<file path="src/rtl/perceptron_feeder.sv">
// Initiator for the perceptron: walks the pattern memory, drives each pattern, scores the result.
// Optional PERCEPTRON_FEEDER_STOP_ON_MISS_EN ends the pass at the first miss or timeout.
module perceptron_feeder #(
  parameter int unsigned WIDTH    = 25,
  parameter int unsigned SET_SIZE = 20,
  parameter int unsigned MIN_HOLD = 6,
  parameter int unsigned TIMEOUT  = 200,
  parameter int unsigned ACC_W    = $clog2(WIDTH),
  parameter int unsigned CNT_W    = $clog2(SET_SIZE + 1),
  localparam int unsigned AW      = (SET_SIZE > 1) ? $clog2(SET_SIZE) : 1
) (
  input  logic             clk,
  input  logic             rst,
  input  logic             start,
  output logic [AW-1:0]    mem_addr,
  input  logic [WIDTH+1:0] mem_data,
  output logic [WIDTH-1:0] p_in,
  output logic             p_en,
  input  logic             p_ready,
  input  logic [1:0]       p_out,
  input  logic [ACC_W-1:0] p_acc,
  output logic             res_valid,
  output logic [AW-1:0]    res_idx,
  output logic [1:0]       res_out,
  output logic [ACC_W-1:0] res_acc,
  output logic [CNT_W-1:0] match_cnt,
  output logic [CNT_W-1:0] miss_cnt,
  output logic [CNT_W-1:0] tmo_cnt,
  output logic             busy,
  output logic             done
);

  localparam int unsigned HOLD_MAX = (TIMEOUT > MIN_HOLD) ? TIMEOUT : MIN_HOLD;
  localparam int unsigned HOLD_W   = $clog2(HOLD_MAX + 1);
  localparam logic [CNT_W-1:0] CNT_MAX = '1;

  typedef enum logic [2:0] {
    S_IDLE, S_FETCH, S_LOAD, S_DRIVE, S_CAPTURE, S_GAP, S_DONE
  } state_e;

  state_e             state_q, state_d;
  logic [AW-1:0]      idx_q, idx_d;
  logic [HOLD_W-1:0]  hold_q, hold_d;
  logic [1:0]         exp_q, exp_d;
  logic               fail_q, fail_d;
  logic [AW-1:0]      mem_addr_q, mem_addr_d;
  logic [WIDTH-1:0]   p_in_q, p_in_d;
  logic               p_en_q, p_en_d;
  logic               res_valid_q, res_valid_d;
  logic [AW-1:0]      res_idx_q, res_idx_d;
  logic [1:0]         res_out_q, res_out_d;
  logic [ACC_W-1:0]   res_acc_q, res_acc_d;
  logic [CNT_W-1:0]   match_q, match_d, miss_q, miss_d, tmo_q, tmo_d;
  logic               busy_q, busy_d, done_q, done_d;

  logic accept_c, timeout_c, last_c;

  assign accept_c  = p_ready && (hold_q >= HOLD_W'(MIN_HOLD));
  assign timeout_c = !accept_c && (hold_q == HOLD_W'(TIMEOUT));
  assign last_c    = (idx_q == AW'(SET_SIZE - 1));

  // State register
  always_ff @(posedge clk or posedge rst) begin
    if (rst) state_q <= S_IDLE;
    else     state_q <= state_d;
  end

  // Next-state logic
  always_comb begin
    state_d = state_q;
    case (state_q)
      S_IDLE, S_DONE: if (start) state_d = S_FETCH;
      S_FETCH:        state_d = S_LOAD;
      S_LOAD:         state_d = S_DRIVE;
      S_DRIVE:        if (accept_c || timeout_c) state_d = S_CAPTURE;
`ifdef PERCEPTRON_FEEDER_STOP_ON_MISS_EN
      S_CAPTURE:      state_d = fail_q ? S_DONE : S_GAP;
`else
      S_CAPTURE:      state_d = S_GAP;
`endif
      S_GAP:          state_d = last_c ? S_DONE : S_FETCH;
      default:        state_d = S_IDLE;
    endcase
  end

  // Output and datapath next values; everything lands in registers
  always_comb begin
    idx_d       = idx_q;
    hold_d      = hold_q;
    exp_d       = exp_q;
    fail_d      = fail_q;
    mem_addr_d  = mem_addr_q;
    p_in_d      = p_in_q;
    p_en_d      = p_en_q;
    res_valid_d = 1'b0;
    res_idx_d   = res_idx_q;
    res_out_d   = res_out_q;
    res_acc_d   = res_acc_q;
    match_d     = match_q;
    miss_d      = miss_q;
    tmo_d       = tmo_q;
    busy_d      = busy_q;
    done_d      = done_q;
    case (state_q)
      S_IDLE, S_DONE: begin
        if (start) begin
          idx_d      = '0;
          mem_addr_d = '0;
          match_d    = '0;
          miss_d     = '0;
          tmo_d      = '0;
          busy_d     = 1'b1;
          done_d     = 1'b0;
        end
      end
      S_LOAD: begin
        p_in_d = mem_data[WIDTH-1:0];
        exp_d  = mem_data[WIDTH+1:WIDTH];
        p_en_d = 1'b1;
        hold_d = '0;
      end
      S_DRIVE: begin
        if (hold_q != HOLD_W'(HOLD_MAX)) hold_d = hold_q + HOLD_W'(1);
        if (accept_c || timeout_c) begin
          p_en_d      = 1'b0;
          res_valid_d = 1'b1;
          res_idx_d   = idx_q;
          if (accept_c) begin
            res_out_d = p_out;
            res_acc_d = p_acc;
            fail_d    = (p_out != exp_q);
            if (p_out == exp_q) begin
              if (match_q != CNT_MAX) match_d = match_q + CNT_W'(1);
            end else begin
              if (miss_q != CNT_MAX) miss_d = miss_q + CNT_W'(1);
            end
          end else begin
            res_out_d = '0;
            res_acc_d = '0;
            fail_d    = 1'b1;
            if (tmo_q != CNT_MAX) tmo_d = tmo_q + CNT_W'(1);
          end
        end
      end
      S_CAPTURE: begin
`ifdef PERCEPTRON_FEEDER_STOP_ON_MISS_EN
        if (fail_q) begin
          busy_d = 1'b0;
          done_d = 1'b1;
        end
`endif
      end
      S_GAP: begin
        if (last_c) begin
          busy_d = 1'b0;
          done_d = 1'b1;
        end else begin
          idx_d      = idx_q + AW'(1);
          mem_addr_d = idx_q + AW'(1);
        end
      end
      default: ;
    endcase
  end

  // Datapath and output registers; p_en falls with rst asynchronously
  always_ff @(posedge clk or posedge rst) begin
    if (rst) begin
      idx_q       <= '0;
      hold_q      <= '0;
      exp_q       <= '0;
      fail_q      <= 1'b0;
      mem_addr_q  <= '0;
      p_in_q      <= '0;
      p_en_q      <= 1'b0;
      res_valid_q <= 1'b0;
      res_idx_q   <= '0;
      res_out_q   <= '0;
      res_acc_q   <= '0;
      match_q     <= '0;
      miss_q      <= '0;
      tmo_q       <= '0;
      busy_q      <= 1'b0;
      done_q      <= 1'b0;
    end else begin
      idx_q       <= idx_d;
      hold_q      <= hold_d;
      exp_q       <= exp_d;
      fail_q      <= fail_d;
      mem_addr_q  <= mem_addr_d;
      p_in_q      <= p_in_d;
      p_en_q      <= p_en_d;
      res_valid_q <= res_valid_d;
      res_idx_q   <= res_idx_d;
      res_out_q   <= res_out_d;
      res_acc_q   <= res_acc_d;
      match_q     <= match_d;
      miss_q      <= miss_d;
      tmo_q       <= tmo_d;
      busy_q      <= busy_d;
      done_q      <= done_d;
    end
  end

  assign mem_addr  = mem_addr_q;
  assign p_in      = p_in_q;
  assign p_en      = p_en_q;
  assign res_valid = res_valid_q;
  assign res_idx   = res_idx_q;
  assign res_out   = res_out_q;
  assign res_acc   = res_acc_q;
  assign match_cnt = match_q;
  assign miss_cnt  = miss_q;
  assign tmo_cnt   = tmo_q;
  assign busy      = busy_q;
  assign done      = done_q;

endmodule

</file>
<file path="config.mk">
export PLATFORM = sky130hd
export DESIGN_NAME = perceptron_feeder
export DESIGN_NICKNAME = d
export VERILOG_FILES = /design/src/rtl/perceptron_feeder.sv
export SDC_FILE = /design/constraint.sdc
export NUM_CORES = 1
export LEC_CHECK = 0
export CORE_ASPECT_RATIO = 1.1
export CORE_UTILIZATION = 45
export CTS_BUF_LIST = sky130_fd_sc_hd__clkbuf_4 sky130_fd_sc_hd__clkbuf_8
export DETAILED_ROUTE_END_ITERATION = 16
export PLACE_DENSITY_LB_ADDON = 0.12
export SETUP_SLACK_MARGIN = 0.3
export SLEW_MARGIN = 5
export SYNTH_ARGS = -nofsm -noshare
export SYNTH_HDL_FRONTEND = slang
export SYNTH_SLANG_ARGS = --single-unit
</file>
<file path="constraint.sdc">
create_clock -name clk -period 5 [get_ports clk]
set_input_delay 1 -clock clk [delete_from_list [all_inputs] [get_ports clk]]
set_output_delay 1 -clock clk [all_outputs]
set_load 0.02 [all_outputs]
</file>
==> summary.md, run 1 <==
| Metric | Value |
|---|---|
| Hold path endpoint | `p_en` |
| Vias/cell | `5.41` |
| CP startpoint | `start` |
| CP Class | `in -> reg` |
| Fin. max-slew vios | `0` |
| Clk_lat worst skew | `0.35 ns` |
| F_max | `0.395 GHz` |
| Root buf cell | `clkbuf_8` |
| Die ar. | `0.00791 mm²` |
| Length of the first detailed-routing pass in iterations | `10` |
| Failing checks | `design-rule violations` |
| Final setup violating endpoints | `0` |
| Crit. End Element | `flip-flop` |
| Register area | `0.00185 mm²` |
| Clock Skew | `0.0104 ns` |
| Synth Instances | `288` |
| Status | `complete, but fails checks` |
| Initial Utilization | `47.4%` |
| Setup crit start kind | `input pin` |
| Initial DRC Count | `100` |
| Worst-path clk slew | `0.08 ns` |
| Slew @ Worst Pin | `0.968 ns` |
| Largest net degree at the start of global routing | `48` |
| Worst-case reg-to-reg path depth | `5` |
| Synth Warn # | `0` |
| Post-synth ARST share | `100%` |
| RePlAce Congestion | `0.814` |
| Dominant synthesized flop cell | `dfrtp_1` |
| Clock buffer count from CTS | `9` |
| FF+latch count, synth | `74` |
| Hold Crit Class | `reg -> reg` |
| Sinks on the clock net | `74` |
| Final ANT Viol Nets | `0` |
| CTS tree | `done` |
| FILL cells | `573` |
| R2r startpoint | `state_q[0]` |
| Num rows | `32` |
| Synth Cell Area | `0.00340 mm²` |
| Ports | `99` |
| Vias in the first global route | `2753` |
| Area Growth Syn to Fin | `37.6%` |
| Die extent in y | `93.2 µm` |
| Area of the multi-input gates | `0.00150 mm²` |
| First-pass GRT wire length | `12.9 mm` |
| Post-DP HPWL | `5.36 mm` |
| MaxCap Viol Count | `0` |
| Port bufs | `98` |
| Core area | `0.00717 mm²` |
| Total leakage power | `2.05 nW` |
| Syn Nets | `336` |
| Post-synth EDFFs | `0` |
| Fin Setup TNS | `0 ns` |
| Synth Area per Inst | `11.8 µm²` |
| Die X | `84.9 µm` |
| Worst endpoint required time | `5.23 ns` |
| DRC violations left | `4` |
| WL/cell | `15.8 µm` |
| Ant diodes | `0` |
| GRT overflow | `0` |
| Cts hold-fix bufs | `0` |
| Crit path DAT | `2.76 ns` |
| Final worst slack | `2.47 ns` |
| Pre-CTS setup slack | `2.13 ns` |
| Overall Global Routing Usage | `21.0%` |
| Crit-path max FO | `8` |
| Initial antenna violation count | `0` |
| Setup Buffers After CTS | `0` |
| Slew HR | `35.4%` |
| Fin crit period | `2.53 ns` |
| H-Tree Depth | `3` |
| R2R setup slack | `2.55 ns` |
| P per Cell Area | `541 mW/mm²` |
| Worst VDD drop | `0.000318 V` |
| Fraction of layout cells with a size suffix above 1 | `15.9%` |
| Sequential area share after synthesis | `54.5%` |
| Vias | `2599` |
| Number of distinct library cells after synthesis | `44` |
| Hold_sp | `p_en` |
| Hold Path Depth | `1` |
| Worst R2R End | `miss_cnt[3]` |
| Hold Violations, Final | `0` |
| Total Routed Length | `7.56 mm` |
| Nets | `438` |
| Resize count post-CTS | `0` |
| RSZ-0062 raised after global routing | `no` |
| Fraction of the cycle the final worst path needs | `50.6%` |
| Clock buffer depth | `2` |
cells by family after synthesis:
kind of cell	count (synthesis)	share of synthesized area (%)
flip-flops	74	54.5
AO/OA/AOI/OAI	53	12.0
adder cells (fa/ha/maj)	10	3.68
buffers and inverters	13	1.55
multiplexers	36	11.9
AND/OR/NAND/NOR	90	13.4
XOR/XNOR	12	3.09
stage by stage:
| step | power (mW) | cells | instance area (µm²) | hold slack [ns] | util (%) |
|---|---|---|---|---|---|
| 2_1_floorplan | 1.60 | 288 | 3400 | 0.486 | - |
| 3_3_place_gp | 2.03 | 464 | 4470 | 0.465 | 62.3 |
| 3_5_place_dp | 2.06 | 464 | 4470 | 0.472 | 62.3 |
| 4_1_cts | 2.55 | 480 | 4680 | 0.494 | 65.3 |
| 5_1_grt | 2.69 | 480 | 4680 | 0.531 | 65.3 |
| 6_report | 2.53 | 480 | 4680 | 0.493 | 65.3 |
Yosys cell counts, types with 3 or more instances:
cell	n	area [µm²]
a21oi_1	5	25.0
a22o_1	11	96.3
a31oi_1	4	25.0
and2_1	4	25.0
and3_1	8	50.1
buf_2	3	15.0
clkbuf_1	5	18.8
dfrtp_1	74	1850
ha_1	10	125
inv_1	5	18.8
mux2_2	34	383
nand2_1	22	82.6
nand2b_1	4	25.0
nand3_1	5	25.0
nand4_1	3	18.8
nor2_1	25	93.8
nor2b_1	3	18.8
nor3_1	4	20.0
o21ai_0	14	70.1
o31ai_1	3	22.5
or3_1	4	25.0
xnor2_1	4	35.0
xor2_1	8	70.1
final cells by class:
type	count	area share [%]
clock buffers	12	3.40
clock inverters	4	1.07
inverters	5	0.401
multi-input cells	201	32.1
flip-flops and latches	74	39.6
well taps	85	2.27
repair buffers	99	21.1
report_power, final:
part | leakage [nW] | internal, mW | switching (mW)
sequential | 0.943 | 0.783 | 0.148
clock | 0.102 | 0.263 | 0.221
combinational | 1.01 | 0.558 | 0.555
layout by cell type, fill, tap and decap left out, drive strengths merged, types with 2 or more instances in the layout:
cell type      synthesis  layout
and3                   8       8
nor2                  25      25
inv                    5       5
a21oi                  5       5
ha                    10      10
nor2b                  3       3
mux2                  34      34
clkdlybuf4s50          0      98
a22o                  11      11
or2                    2       2
nand3                  5       5
o31ai                  3       3
o311ai                 2       2
mux2i                  2       2
nand2                 22      22
o32ai                  2       2
xnor2                  4       4
clkinvlp               0       2
nand4                  3       3
or3                    5       5
xor2                   8       8
and2                   4       4
o21ai                 15      15
a21o                   2       2
clkbuf                 5      12
nand2b                 4       4
o2111ai                3       3
nor3                   4       4
a31oi                  4       4
dfrtp                 74      74
nand3b                 2       2
sequential cells by signal (all words and copies together), names as in the netlist:
signal     count
p_in          25
hold_q         8
exp_q          2
tmo_cnt        5
p_en           1
res_out        2
match_cnt      5
done           1
res_idx        5
res_valid      1
miss_cnt       5
mem_addr       5
busy           1
state_q        3
res_acc        5
layer usage:
| metal | GRT usage, % | wire length [µm] | vias to the layer above |
|---|---|---|---|
| met5 | 0 | 0 | - |
| met4 | 9.60 | 142 | 0 |
| met3 | 5.12 | 448 | 12 |
| met2 | 35.0 | 3730 | 75 |
| met1 | 25.9 | 3240 | 1275 |
| li1 | - | - | 1237 |
critical path, stage by stage:
cell and delay, ns:
clkdlybuf4s50_1 0.52, or3_1 0.22, a21boi_1 0.57, nand3_1 0.15, mux2_2 0.30
worst max-delay path by stage:
stage                       end  depth (start not counted)
global route        miss_cnt[3]                          5
floorplan                  busy                          1
finish              miss_cnt[3]                          5
global placement     res_idx[4]                          4
CTS                 mem_addr[2]                          1
detailed placement  miss_cnt[3]                          5
Note: power is estimated with default switching activity, not from simulation.
==> run 2: changes to the inputs <==
- clock period: 5 -> 2.5 ns (I/O delays scaled with it)
==> run 2 against run 1 <==
Effect of this change: the flow still finishes with violations (design-rule violations); utilization increased by 1.9 points; setup slack got worse by 2.1 ns; flip-flop and latch count unchanged; routed wire length increased by 0.13%; clock power increased by 90%; via count increased by 1.4%; sequential share of layout area decreased by 1.1 points; critical path depth increased by 3; clock skew decreased by 0.0053 ns; non-clock buffer count increased by 13; combinational power increased by 120%.
==> summary.md, run 2 (synthesized netlist as in run 1, its figures left out) <==
| Metric | Value |
|---|---|
| First-pass GRT wire length | `12.7 mm (-2.0%)` |
| Commonest non-fill, non-tap cell in the layout | `clkdlybuf4s50_1` |
| Worst path slowest cell | `dfrtp_1` |
| Fin crit period | `2.11 ns` |
| CP Class | `reg -> reg` |
| Overall Global Routing Usage | `20.7% (-0.35 points)` |
| Crit. End Element | `flip-flop` |
| Clock buffer count from CTS | `9 (unchanged)` |
| Largest net degree at the start of global routing | `37 (-23%)` |
| Final ANT Viol Nets | `0 (unchanged)` |
| Slew @ Worst Pin | `0.539 ns (-0.429 ns)` |
| P per Cell Area | `1080 mW/mm² (+99%)` |
| Final setup violating endpoints | `0 (unchanged)` |
| Vias | `2635 (+1.4%)` |
| MaxCap Viol Count | `0 (unchanged)` |
| Ports | `99 (unchanged)` |
| Cts hold-fix bufs | `0 (unchanged)` |
| Total leakage power | `2.12 nW (+3.3%)` |
| GRT overflow | `0 (unchanged)` |
| RePlAce Congestion | `0.749 (-7.9%)` |
| WL/cell | `15.4 µm (-2.5%)` |
| Fin. max-slew vios | `0 (unchanged)` |
| Largest register FFs | `25 (unchanged)` |
| Failing checks | `design-rule violations` |
| Pre-CTS setup slack | `0.112 ns (-2.02 ns)` |
| Crit-path max FO | `5 (-3)` |
| Ant diodes | `0 (unchanged)` |
| CTS tree | `done` |
| Fin area | `0.00481 mm² (+2.9%)` |
| Final worst slack | `0.388 ns (-2.08 ns)` |
| Fraction of the cycle the final worst path needs | `84.5%` |
| Clock buffer depth | `2 (unchanged)` |
| Fraction of layout cells with a size suffix above 1 | `20.1% (+4.1 points)` |
| Area Growth Syn to Fin | `41.6%` |
| Vias in the first global route | `2745 (-0.29%)` |
| Slew HR | `64.0% (+29 points)` |
| Worst endpoint required time | `2.78 ns (-2.45 ns)` |
| Sinks on the clock net | `74 (unchanged)` |
| Setup crit start kind | `flip-flop` |
| Die X | `84.9 µm (unchanged)` |
| Worst path max stage delay | `0.38 ns (-0.19 ns)` |
| Length of the first detailed-routing pass in iterations | `12 (+2)` |
| Initial DRC Count | `121 (+21%)` |
| Fin Setup TNS | `0 ns (unchanged)` |
| Most frequent cells in the layout | `clkdlybuf4s50_1, dfrtp_1, mux2_2` |
| Status | `complete, but fails checks` |
| Worst VDD drop | `0.000676 V (+110%)` |
| RSZ-0062 raised after global routing | `no` |
| Crit-path cells | `inv_1 -> ha_1 -> o21a_1 -> o311ai_4 -> buf_6 -> o2111ai_4 -> or3_1 -> a21oi_1` |
| Initial Utilization | `47.4% (unchanged)` |
| Vias/cell | `5.34 (-1.3%)` |
| Nets | `451 (+3.0%)` |
| Die ar. | `0.00791 mm² (unchanged)` |
| Crit path DAT | `2.39 ns (-0.37 ns)` |
| Post-DP HPWL | `5.44 mm (+1.5%)` |
| Die extent in y | `93.2 µm (unchanged)` |
| Core area | `0.00717 mm² (unchanged)` |
| Total Routed Length | `7.57 mm (+0.13%)` |
| Port bufs | `98 (unchanged)` |
| Util after Layout | `67.1% (+1.9 points)` |
| Hold_ws | `0.494 ns (+0.000225 ns)` |
| Area post-placement | `0.00456 mm² (+2.0%)` |
| Root buf cell | `clkbuf_8` |
| H-Tree Depth | `3 (unchanged)` |
| F_max | `0.474 GHz` |
| Initial antenna violation count | `0 (unchanged)` |
| Clk_lat worst skew | `0.34 ns (about the same)` |
| Num rows | `32 (unchanged)` |
| Hold Violations, Final | `0 (unchanged)` |
| Worst-path clk slew | `0.08 ns (about the same)` |
| Clock Skew | `0.00508 ns (-0.00535 ns)` |
| DRC violations left | `3 (-1)` |
| Hold Crit Class | `reg -> reg` |
[run 2: cell count changes in the layout (fill, tap and decap cells not counted), moves of 2 or more]
cell and change:
buf_4 +11, clkbuf_8 -2, clkinv_2 +2, clkinv_4 +2
[run 2: final timing paths]
| check | cells past startpoint | end | slack, ns | from |
|---|---|---|---|---|
| max | 8 | tmo_cnt[3] | 0.39 | hold_q[0] |
| min | 1 | p_en | 0.49 | p_en |
| max reg2reg | 8 | tmo_cnt[3] | 0.39 | hold_q[0] |
| min reg2reg | 1 | p_en | 0.49 | p_en |
| max in group asynchronous | 3 | hold_q[3] | 1.39 | rst |
| min in group asynchronous | 2 | res_idx[1] | 0.55 | rst |
[run 2: area by class of cell]
type | count | area, µm²
fill | 536 | 2350
sequential | 74 | 1850
multi-input combinational | 201 | 1530
timing repair buffer | 112 | 1100
clock buffer | 9 | 124
tap | 85 | 106
clock inverter | 7 | 70.1
inverter | 5 | 22.5
[run 2: repair_timing]
action	in CTS	in global routing
gates resized for setup	2	5
endpoints found under the hold margin	0	0
setup endpoints to repair	6	8
setup buffers	0	3
pin swaps	0	1
[run 2: critical path, delay by kind of cell (launching register included)]
kind            cells  cell delay [ns]
compound gates      4             0.87
simple gates        1             0.37
flops               1             0.38
fa+ha+maj           1             0.20
buf+inv             2             0.24
[run 2: power by group]
group / internal, mW / switching (mW) / leakage (nW)
Clock: 0.459 / 0.461 / 0.0990
Sequential: 1.57 / 0.251 / 0.942
Combinational: 1.24 / 1.21 / 1.08
[run 2: through the flow]
stage               instances  power [mW]
floorplan                 288        3.19
global placement          474        4.15
detailed placement        474        4.20
CTS                       490        5.16
global route              493        5.50
finish                    493        5.18
[run 2: layer usage]
layer  wire length [µm]  track usage, %
met1               3130            24.0
met2               3780            34.8
met3                502            7.24
met4                167            8.62
met5                  0               0
